## config.mk

```make
export PLATFORM = sky130hd
export DESIGN_NAME = bit_serial_adder_flat
export DESIGN_NICKNAME = d
export VERILOG_FILES = /design/src/rtl/bit_serial_adder_if.sv /design/src/rtl/bit_serial_adder.sv /design/src/flat_wrapper.sv
export SDC_FILE = /design/constraint.sdc
export NUM_CORES = 1
export LEC_CHECK = 0
export ABC_AREA = 1
export CELL_PAD_IN_SITES_DETAIL_PLACEMENT = 0
export CELL_PAD_IN_SITES_GLOBAL_PLACEMENT = 1
export CORE_MARGIN = 4
export CORE_UTILIZATION = 32
export CTS_BUF_LIST = sky130_fd_sc_hd__clkbuf_8 sky130_fd_sc_hd__clkbuf_16
export CTS_CLUSTER_DIAMETER = 200
export CTS_CLUSTER_SIZE = 28
export DETAILED_ROUTE_END_ITERATION = 10
export PLACE_DENSITY = 0.75
export SYNTH_ARGS = -nofsm -noshare
export SYNTH_HDL_FRONTEND = slang
export SYNTH_SLANG_ARGS = --single-unit
```

## constraint.sdc

```tcl
create_clock -name clk -period 1.4 [get_ports clk]
set_clock_uncertainty 0.2 [all_clocks]
set_input_delay 0.28 -clock clk [delete_from_list [all_inputs] [get_ports clk]]
set_output_delay 0.28 -clock clk [all_outputs]
set_load 0.05 [all_outputs]
```

## src/rtl/bit_serial_adder_if.sv

```systemverilog
`default_nettype none
// ============================================================================
// Module   : bit_serial_adder_if
// Purpose  : Operand/result valid-ready bundle for the bit-serial adder.
// Revision : 1.0
// ============================================================================
interface bit_serial_adder_if #(
  parameter int WIDTH = 8
);
  logic             in_valid;
  logic             in_ready;
  logic [WIDTH-1:0] a;
  logic [WIDTH-1:0] b;
  logic             cin;
  logic             out_valid;
  logic             out_ready;
  logic [WIDTH-1:0] sum;
  logic             cout;
  logic             busy;

  modport master (
    output in_valid, a, b, cin, out_ready,
    input  in_ready, out_valid, sum, cout, busy
  );

  modport slave (
    input  in_valid, a, b, cin, out_ready,
    output in_ready, out_valid, sum, cout, busy
  );
endinterface
`default_nettype wire

```

## src/rtl/bit_serial_adder.sv

```systemverilog
`default_nettype none
// ============================================================================
// Module   : bit_serial_adder
// Purpose  : LSB-first bit-serial adder around a single full-adder bit cell.
// Revision : 1.0
// ============================================================================
module full_adder_cell (
  input  logic X1,
  input  logic X2,
  input  logic Cin,
  output logic S,
  output logic Cout
);
  assign S    = X1 ^ X2 ^ Cin;
  assign Cout = (X1 & X2) | (X1 & Cin) | (X2 & Cin);
endmodule

module bit_serial_adder #(
  parameter int WIDTH = 8
) (
  input  logic              clk,
  input  logic              rst_n,
  bit_serial_adder_if.slave bus
);
  localparam int                CNT_W  = $clog2(WIDTH + 1);
  localparam logic [CNT_W-1:0] C_LAST = CNT_W'(WIDTH - 1);

  typedef enum logic [1:0] {
    IDLE = 2'd0,
    RUN  = 2'd1,
    DONE = 2'd2
  } state_t;

  state_t           state_q;
  logic [WIDTH-1:0] a_sh_q;
  logic [WIDTH-1:0] b_sh_q;
  logic [WIDTH-1:0] s_sh_q;
  logic [WIDTH-1:0] s_sh_d;
  logic [WIDTH-1:0] sum_q;
  logic             cout_q;
  logic             carry_q;
  logic [CNT_W-1:0] cnt_q;
  logic             fa_s;
  logic             fa_co;

  full_adder_cell u_fa (
    .X1  (a_sh_q[0]),
    .X2  (b_sh_q[0]),
    .Cin (carry_q),
    .S   (fa_s),
    .Cout(fa_co)
  );

  // A one-bit result register has no upper part to shift down.
  generate
    if (WIDTH == 1) begin : g_sh_w1
      assign s_sh_d = fa_s;
    end else begin : g_sh_wn
      assign s_sh_d = {fa_s, s_sh_q[WIDTH-1:1]};
    end
  endgenerate

  always_ff @(posedge clk) begin
    if (!rst_n) begin
      state_q <= IDLE;
      a_sh_q  <= '0;
      b_sh_q  <= '0;
      s_sh_q  <= '0;
      sum_q   <= '0;
      cout_q  <= 1'b0;
      carry_q <= 1'b0;
      cnt_q   <= '0;
    end else begin
      case (state_q)
        IDLE: begin
          if (bus.in_valid) begin
            a_sh_q  <= bus.a;
            b_sh_q  <= bus.b;
            carry_q <= bus.cin;
            cnt_q   <= '0;
            state_q <= RUN;
          end
        end
        RUN: begin
          carry_q <= fa_co;
          s_sh_q  <= s_sh_d;
          a_sh_q  <= a_sh_q >> 1;
          b_sh_q  <= b_sh_q >> 1;
          cnt_q   <= cnt_q + CNT_W'(1);
          if (cnt_q == C_LAST) begin
            sum_q   <= s_sh_d;
            cout_q  <= fa_co;
            state_q <= DONE;
          end
        end
        DONE: begin
          if (bus.out_ready) begin
            state_q <= IDLE;
          end
        end
        default: state_q <= IDLE;
      endcase
    end
  end

  // Status is gated by rst_n so it reads inactive for the whole reset window.
  assign bus.in_ready  = rst_n & (state_q == IDLE);
  assign bus.out_valid = rst_n & (state_q == DONE);
  assign bus.busy      = rst_n & (state_q == RUN);
  assign bus.sum       = sum_q;
  assign bus.cout      = cout_q;
endmodule
`default_nettype wire

```

## src/flat_wrapper.sv

```systemverilog
// flat-port wrapper written by rule: the top's interface ports become plain ports
module bit_serial_adder_flat 
#(
  parameter int WIDTH = 8
)
  (clk, rst_n, bus_in_valid, bus_a, bus_b, bus_cin, bus_out_ready, bus_in_ready, bus_out_valid, bus_sum, bus_cout, bus_busy);
  bit_serial_adder_if #(.WIDTH(WIDTH)) bus_i ();
  input  logic clk;
  input  logic rst_n;
  input wire logic [$bits(bus_i.in_valid)-1:0] bus_in_valid;
  input wire logic [$bits(bus_i.a)-1:0] bus_a;
  input wire logic [$bits(bus_i.b)-1:0] bus_b;
  input wire logic [$bits(bus_i.cin)-1:0] bus_cin;
  input wire logic [$bits(bus_i.out_ready)-1:0] bus_out_ready;
  output wire logic [$bits(bus_i.in_ready)-1:0] bus_in_ready;
  output wire logic [$bits(bus_i.out_valid)-1:0] bus_out_valid;
  output wire logic [$bits(bus_i.sum)-1:0] bus_sum;
  output wire logic [$bits(bus_i.cout)-1:0] bus_cout;
  output wire logic [$bits(bus_i.busy)-1:0] bus_busy;
  assign bus_i.in_valid = bus_in_valid;
  assign bus_i.a = bus_a;
  assign bus_i.b = bus_b;
  assign bus_i.cin = bus_cin;
  assign bus_i.out_ready = bus_out_ready;
  assign bus_in_ready = bus_i.in_ready;
  assign bus_out_valid = bus_i.out_valid;
  assign bus_sum = bus_i.sum;
  assign bus_cout = bus_i.cout;
  assign bus_busy = bus_i.busy;
  bit_serial_adder #(.WIDTH(WIDTH)) u_core (.clk(clk), .rst_n(rst_n), .bus(bus_i));
endmodule
```

==> impl_summary.log, run 1 <==
INFO  metric pre_cts_ws = -431 ps
INFO  metric die_outline_height = 81.6 µm
INFO  metric final_util = between 50 and 60%
INFO  metric synth.top_cells.by_area = sky130_fd_sc_hd__dfxtp_1 (45%), sky130_fd_sc_hd__nand2_1 (13%), sky130_fd_sc_hd__nor2_1 (12%)
INFO  metric critical_path_class = flop to output port
INFO  metric min_path_type = flop to flop
INFO  metric area_of_the_die = 6660 µm²
INFO  metric worstHoldStart = u_core.s_sh_q[7]$_SDFFE_PN0N_
INFO  metric antennaDiodeCount = 0
INFO  metric min_period = 1550 ps
INFO  metric hpwlAfterDp = 2960 µm
INFO  metric detailedRoute.firstPassIterationCount = 5
INFO  metric grt_max_degree = 30
INFO  metric worstPathCellList = buf_4, nor2_4, buf_12
INFO  metric global_route.usage.total = 14.8%
INFO  metric run_status = finished with violations
INFO  metric route.antenna.remaining_nets = 0
INFO  metric global_route.overflow_total = 0
INFO  metric rsz0062_at_grt = yes
INFO  metric total_leakage_power = 0.00122 µW
INFO  metric worstPathRequired = 920 ps
INFO  metric cts-root-to-sink-buffers = 2
INFO  metric clock_insertion_delay_worst_skew = 290 ps
INFO  metric clock.fmax = 0.643 GHz
INFO  metric worst_r2r_endpoint = u_core.b_sh_q[4]$_SDFFE_PN0P_
INFO  metric vdd_ir_drop_max = 0.358 mV
INFO  metric warnings_from_yosys = 0
INFO  metric setup.reg_to_reg.worst_slack = -60 ps
INFO  metric clkSlewWorstSetupHoldPaths = 70 ps
INFO  metric fin_total_pwr = between 2000 and 3000 µW
INFO  metric timing.rr.start = u_core.state_q[0]$_SDFFE_PN0P_
INFO  metric initial_utilization = 33.5%
INFO  metric min_delay_worst_endpoint = u_core.bus.sum[6]$_SDFFE_PN0P_
INFO  metric cts.sinks = 39
INFO  metric most_frequent_cells_in_the_layout = sky130_fd_sc_hd__nand2_1 (59), sky130_fd_sc_hd__nor2_1 (51), sky130_fd_sc_hd__dfxtp_1 (35)
INFO  metric grt_pass1_wl = 7600 µm
INFO  metric total_length_of_routed_wires = 4470 µm
INFO  metric first_global_vias = 1730
INFO  metric violations_in_the_final_reports = setup timing
INFO  metric critPathTopFamily = flip-flops
INFO  metric finish.net_count = between 300 and 400
INFO  metric final_max_slew_viol_count = 0
INFO  metric hold_viol = 0
INFO  metric vias = 1730
INFO  metric io_pins = 33
INFO  metric remaining_drc_errors = 0
INFO  metric routedWlPerCell = 11.6 µm
INFO  metric netlist.top_cell.by_area = sky130_fd_sc_hd__dfxtp_1
INFO  metric worst-path-buf-inv = 2
INFO  metric hold_depth = 2
INFO  metric grt_antenna_before_repair = 0
INFO  metric tritoncts = built
INFO  metric setup_ws_post_layout = -154 ps
INFO  metric worst_setup_path_start_kind = flop
INFO  metric synth_area_per_cell = 6.94 µm²
INFO  metric synth.yosys.seq_area_share = a little under half
INFO  metric core_area = 5170 µm²
INFO  metric place_congestion = 0.757
INFO  metric yosys_register_bits = 39
INFO  metric placementRows = 26
INFO  metric area_growth = 56.3%
INFO  metric post_route_cells_drive_above_1_share = 25.8%
INFO  metric yosys.area.top_type_share = 45.0%
INFO  metric cp_max_fanout = 4
INFO  metric syn_nets = between 200 and 300
INFO  metric critical-path-max-stage-delay = 370 ps
INFO  metric final_worst_path_period_share = 111%
INFO  metric relSlewSlack = between 70% and 80%
INFO  metric drt_iter0_drc = 44
INFO  metric timing.critical_path.arrival = ~1100 ps
INFO  metric worstRegToRegCells = 9
INFO  metric timing.final.setup_violations = 27
INFO  metric cp_slowest_cell = sky130_fd_sc_hd__dfxtp_4
INFO  metric setup_total_neg_slack = -1430 ps
INFO  metric layout_commonest_cell = sky130_fd_sc_hd__nand2_1
INFO  metric worst_setup_path_end_kind = output port
INFO  metric die_width = roughly 80 µm
INFO  metric clockRootBuffer = sky130_fd_sc_hd__clkbuf_8
INFO  metric clock_tree.htree_level_count = 2
INFO  metric synth_instances = 250
INFO  metric timing_worst_slew_pin_value = 315 ps
INFO  metric tritoncts.num_buffers = 5
INFO  metric syn-cell-area = ~1700 µm²
INFO  metric hold-worst-slack = 259 ps
INFO  metric maxCapViolCount = 0
INFO  metric avgViaCountPerCell = 4.51
INFO  metric yosys.cell_types.count = 21
INFO  metric power_density = 955 nW/µm²
INFO  metric port_buffers = 32
logic make-up (layout without fill, tap and decap cells):
family	Yosys count	after routing	synth area share (%)
simple gates	159	160	39.7
flops	39	39	45.0
buf+inv	33	96	8.44
compound gates	17	17	4.98
fa+ha+maj	2	2	1.88
where the power goes:
group          leakage (µW)  switching [µW]  internal, µW  total [µW]
Clock             0.0000557             381           442         824
Combinational      0.000841             271           274         544
Sequential         0.000321            44.7          1170        1220
Total               0.00122             697          1890        2590
per-stage QoR:
step,instances,area [µm²]
after global routing,384,2710
after detailed placement,362,2380
after global placement,362,2380
after floorplan,250,1750
final,384,2710
after CTS,382,2650
Yosys cell counts:
master,n
sky130_fd_sc_hd__nand3b_1,4
sky130_fd_sc_hd__dfxtp_1,39
sky130_fd_sc_hd__nor2_1,55
sky130_fd_sc_hd__inv_1,19
sky130_fd_sc_hd__nand2_1,62
sky130_fd_sc_hd__clkbuf_1,5
sky130_fd_sc_hd__nand2_2,1
sky130_fd_sc_hd__fa_1,1
sky130_fd_sc_hd__nand2_4,2
sky130_fd_sc_hd__o22ai_1,1
sky130_fd_sc_hd__nand3_1,31
sky130_fd_sc_hd__nand4_1,1
sky130_fd_sc_hd__a21oi_1,2
sky130_fd_sc_hd__ha_1,1
sky130_fd_sc_hd__buf_4,1
sky130_fd_sc_hd__buf_6,2
sky130_fd_sc_hd__inv_2,3
sky130_fd_sc_hd__nor2_2,1
sky130_fd_sc_hd__buf_2,3
sky130_fd_sc_hd__o21ai_0,14
sky130_fd_sc_hd__nor2_4,2
per-layer routing:
metal / share of wire [%] / wire, µm / vias to the layer above / GRT usage [%]
li1: - / - / 905 / -
met1: 46 / 2070 / 772 / 17.2
met2: 46 / 2080 / 41 / 24.9
met3: 4.7 / 209 / 12 / 4.82
met4: 2.5 / 110 / 0 / 6.15
met5: 0 / 0 / - / 0
layout make-up:
class / count / area, µm²
fill: 502 / 2460
clock inverter: 1 / 3.75
clock buffer: 7 / 96.3
inverter: 22 / 87.6
sequential: 39 / 791
timing repair buffer: 66 / 747
multi-input combinational: 179 / 897
tap: 70 / 87.6
worst max-delay path by stage:
stage                                        start                             end  slack (ps)  cells past startpoint
floorplan             u_core.cnt_q[0]$_SDFFE_PN0P_  u_core.bus.sum[0]$_SDFFE_PN0P_          30                      7
CTS                 u_core.state_q[0]$_SDFFE_PN0P_                    bus_in_ready        -170                      4
global placement                             rst_n                    bus_in_ready        -420                      6
detailed placement                           rst_n                    bus_in_ready        -430                      6
global route        u_core.state_q[0]$_SDFFE_PN0P_                    bus_in_ready        -210                      4
finish              u_core.state_q[1]$_SDFFE_PN0P_                    bus_in_ready        -150                      3
timing repair:
item | in CTS | in global routing
hold endpoints to repair | 0 | 0
hold buffers | 0 | 0
setup buffers | 9 | 1
setup endpoints to repair | 22 | 37
resized for setup | 24 | 13
pin swaps | 8 | 13
gates cloned | 3 | 1
registers in the layout, indices dropped and copies added, names as in the netlist:
register and flops:
u_core.s_sh_q 7, u_core.bus.sum 8, u_core.bus.cout 1, u_core.a_sh_q 8
u_core.cnt_q 4, u_core.state_q 2, u_core.carry_q 1, u_core.b_sh_q 8
worst register-to-register path, delay by kind of cell, from the launching register on:
family / cells / cell delay [ps]
buf+inv: 4 / 410
flops: 1 / 380
simple gates: 5 / 400
Note: power is estimated with default switching activity, not from simulation.
==> run 2, diff against run 1 <==
Settings changed: ABC_AREA 1 to 0, CAP_MARGIN set to 30, CELL_PAD_IN_SITES_GLOBAL_PLACEMENT 1 to 2, CORE_UTILIZATION 32 to 27, PLACE_DENSITY 0.75 to 0.77.
==> run 2 against run 1 <==
Net effect: the run still ends with setup timing left; fmax down 5.3%; hold slack better by 11 ps; synthesized cell count is 22% lower; clock power down 0.6%; sequential share of layout area about the same; die area is 11% higher; sequential power is essentially flat; non-clock buffer count decreased by 1; total power is 4.9% lower; sequential cell count did not move; critical endpoint is now bus_out_valid; largest cell class unchanged; highest routed layer unchanged.
==> impl_summary.log, run 2 <==
INFO  metric power.switching_fraction = 25.2% (-1.7 points)
INFO  metric post_layout_nonfiller_instances = 328 (-15%)
INFO  metric cts.hold.buffers_added = 0 (unchanged)
INFO  metric synth_async_sr_flop_share = 0% (unchanged)
INFO  metric setup_ws_post_layout = -242 ps (-87.2 ps)
INFO  metric synth.top_cells.by_area = sky130_fd_sc_hd__dfxtp_1 (47%), sky130_fd_sc_hd__nand2_1 (8.0%), sky130_fd_sc_hd__a21oi_1 (6.7%)
INFO  metric internal_power = 1840 µW (-2.7%)
INFO  metric yosys_register_bits = 39 (unchanged)
INFO  metric worst_setup_path_end_kind = output port
INFO  metric power_density = 909 nW/µm² (-4.8%)
INFO  metric worstPathRequired = 920 ps (about the same)
INFO  metric pre_cts_ws = -372 ps (+58.7 ps)
INFO  metric critical_path_class = flop to output port
INFO  metric avgViaCountPerCell = 4.75 (+5.4%)
INFO  metric min_path_type = flop to flop
INFO  metric timing.critical_path.arrival = 1160 ps (+90 ps)
INFO  metric violations_in_the_final_reports = setup timing
INFO  metric route.antenna.remaining_nets = 0 (unchanged)
INFO  metric worstPathCellList = buf_6, nor3_4, buf_12
INFO  metric p_sw = 621 µW (-11%)
INFO  metric die_width = 86.2 µm (+5.6%)
INFO  metric placementRows = 28 (+7.7%)
INFO  metric number_of_enable_flip_flop_cells_after_synthesis = 0 (unchanged)
INFO  metric netlist.top_cell.by_area = sky130_fd_sc_hd__dfxtp_1
INFO  metric run_status = finished with violations
INFO  metric die_outline_height = 86.2 µm (+5.6%)
INFO  metric synth_flop_cell = sky130_fd_sc_hd__dfxtp_1
INFO  metric syn_nets = 218 (-20%)
INFO  metric remaining_drc_errors = 0 (unchanged)
INFO  metric grt_max_degree = 36 (+20%)
INFO  metric finish.net_count = 275 (-18%)
INFO  metric hpwlAfterDp = 3010 µm (+1.8%)
INFO  metric design_area = 2710 µm² (-0.14%)
INFO  metric maxCapViolCount = 0 (unchanged)
INFO  metric grt_antenna_before_repair = 0 (unchanged)
INFO  metric clockPowerShare = 33.3% (+1.5 points)
INFO  metric post-place-cells = 313 (-14%)
INFO  metric cp_max_fanout = 3 (-1)
INFO  metric relSlewSlack = 77.8% (-1.2 points)
INFO  metric synth_most_common_cell = sky130_fd_sc_hd__dfxtp_1
INFO  metric detailedRoute.firstPassIterationCount = 4 (-1)
INFO  metric first_global_vias = 1498 (-13%)
INFO  metric grt_pass1_wl = 7270 µm (-4.4%)
INFO  metric area_of_the_die = 7430 µm² (+11%)
INFO  metric cp_slowest_cell = sky130_fd_sc_hd__dfxtp_4
INFO  metric clock_tree.htree_level_count = 2 (unchanged)
INFO  metric timing_worst_slew_pin_value = 332 ps (+17.6 ps)
INFO  metric drt_iter0_drc = 46 (+4.5%)
INFO  metric clock_insertion_delay_worst_skew = 280 ps (about the same)
INFO  metric layout_commonest_cell = sky130_fd_sc_hd__dfxtp_1
INFO  metric routedWlPerCell = 13.7 µm (+18%)
INFO  metric syn-cell-area = 1650 µm² (-4.8%)
INFO  metric timing.final.setup_violations = 20 (-26%)
INFO  metric place_congestion = 0.761 (+0.51%)
INFO  metric core_area = 5920 µm² (+14%)
INFO  metric global_route.overflow_total = 0 (unchanged)
INFO  metric vias = 1558 (-9.9%)
INFO  metric synth_instances = 195 (-22%)
INFO  metric placed_area = 2360 µm² (-1.2%)
INFO  metric total_length_of_routed_wires = 4510 µm (+0.76%)
INFO  metric tritoncts = built
INFO  metric synth.yosys.seq_area_share = 47.3% (+2.3 points)
INFO  metric setup.reg_to_reg.worst_slack = -50 ps (about the same)
INFO  metric final_worst_path_period_share = 117% (+6.2 points)
INFO  metric clockRootBuffer = sky130_fd_sc_hd__clkbuf_8
INFO  metric cts-root-to-sink-buffers = 2 (unchanged)
INFO  metric yosys.area.top_type_share = 47.3% (+2.3 points)
INFO  metric yosys.cell_types.count = 32 (+52%)
INFO  metric min_period = 1640 ps (+87.2 ps)
INFO  metric io_pins = 33 (unchanged)
INFO  metric worst_setup_path_start_kind = flop
INFO  metric tritoncts.num_buffers = 5 (unchanged)
INFO  metric antennaDiodeCount = 0 (unchanged)
INFO  metric worst-path-buf-inv = 2 (unchanged)
INFO  metric hold_viol = 0 (unchanged)
INFO  metric hold-worst-slack = 270 ps (+11.0 ps)
INFO  metric post_route_cells_drive_above_1_share = 33.2% (+7.4 points)
INFO  metric initial_utilization = 27.9% (-5.7 points)
INFO  metric port_buffers = 32 (unchanged)
INFO  metric most_frequent_cells_in_the_layout = sky130_fd_sc_hd__dfxtp_1 (34), sky130_fd_sc_hd__nand2_1 (29), sky130_fd_sc_hd__clkdlybuf4s50_1 (18), sky130_fd_sc_hd__buf_4 (18), sky130_fd_sc_hd__nor2_1 (17)
INFO  metric clkSlewWorstSetupHoldPaths = 70 ps (about the same)
INFO  metric area_growth = 64.0%
INFO  metric seq_power_share = 48.9% (+1.8 points)
INFO  metric synthTopCellsByCount = sky130_fd_sc_hd__dfxtp_1 (39), sky130_fd_sc_hd__nand2_1 (35), sky130_fd_sc_hd__a21oi_1 (22)
INFO  metric critical-path-max-stage-delay = 370 ps (about the same)
INFO  metric final_max_slew_viol_count = 0 (unchanged)
INFO  metric clock.fmax = 0.609 GHz (-5.3%)
INFO  metric vdd_ir_drop_max = 0.379 mV (+5.8%)
INFO  metric synth_area_per_cell = 8.46 µm² (+22%)
INFO  metric global_route.usage.total = 12.3% (-2.5 points)
INFO  metric total_leakage_power = 0.00102 µW (-16%)
INFO  metric rsz0062_at_grt = yes
INFO  metric warnings_from_yosys = 0 (unchanged)
INFO  metric critPathTopFamily = flip-flops
INFO  metric power_frac_comb = 17.8% (-3.2 points)
INFO  metric cts.sinks = 39 (unchanged)
==> run 2: worst min-delay path, delay by kind of cell (launching register included) <==
family,cells,cell delay [ps]
flops,1,310
mux,1,60
simple gates,1,50
==> run 2: kinds of logic after synthesis <==
group / synth area share, %
AO/OA/AOI/OAI: 23.6
buffers and inverters: 5.08
multiplexers: 5.46
flip-flops: 47.3
adder cells (fa/ha/maj): 1.97
AND/OR/NAND/NOR: 16.6
==> run 2: layout make-up <==
class,count,area [µm²]
fill,577,3210
clock buffer,7,96.3
clock inverter,1,3.75
inverter,3,18.8
tap,75,93.8
multi-input combinational,138,950
sequential,39,790
timing repair buffer,65,754
==> run 2: final timing paths <==
check                                               startpoint                              to  cells past startpoint
worst max-delay path            u_core.state_q[0]$_SDFFE_PN0P_                   bus_out_valid                      3
worst min-delay path             u_core.s_sh_q[1]$_SDFFE_PN0N_  u_core.bus.sum[0]$_SDFFE_PN0P_                      2
worst max register to register  u_core.state_q[1]$_SDFFE_PN0P_   u_core.a_sh_q[3]$_SDFFE_PN0P_                      6
worst min register to register   u_core.s_sh_q[1]$_SDFFE_PN0N_  u_core.bus.sum[0]$_SDFFE_PN0P_                      2
==> run 2: power by group through the flow <==
| stage | registers [µW] | logic (µW) | clock network, µW |
|---|---|---|---|
| after detailed placement | 1220 | 357 | 0 |
| after global placement | 1220 | 353 | 0 |
| after CTS | 1200 | 394 | 841 |
| final | 1200 | 439 | 819 |
| after floorplan | 1210 | 197 | 0 |
| after global routing | 1210 | 478 | 897 |
==> run 2: repair_timing <==
item | CTS | global route
hold endpoints to repair | 0 | 0
gates resized for setup | 29 | 33
setup endpoints to repair | 29 | 40
pin swaps | 6 | 16
buffers inserted | 3 | 3
gates cloned | 1 | 0
==> run 2: per-stage QoR <==
stage                     setup TNS, ps  utilization [%]  total power [µW]
final                             -1030             45.7              2460
after global routing              -3170             45.7              2590
after CTS                         -1120             43.7              2430
after detailed placement         -10120             39.8              1580
after global placement            -9740             39.8              1570
after floorplan                   -44.9                -              1410
==> run 2: layer usage <==
| metal | vias up | global-route usage (%) | wire (µm) |
|---|---|---|---|
| li1 | 801 | - | - |
| met1 | 726 | 17.1 | 2090 |
| met3 | 2 | 3.61 | 164 |
| met2 | 29 | 18.4 | 2210 |
| met5 | - | 0 | 0 |
| met4 | 0 | 3.97 | 37 |
==> run 3, diff against run 2 <==
Settings changed: CAP_MARGIN 30 to not set, GPL_ROUTABILITY_DRIVEN set to 0.
==> results of run 3 <==
Final layout, timing and power as in run 2 (identical DEF).
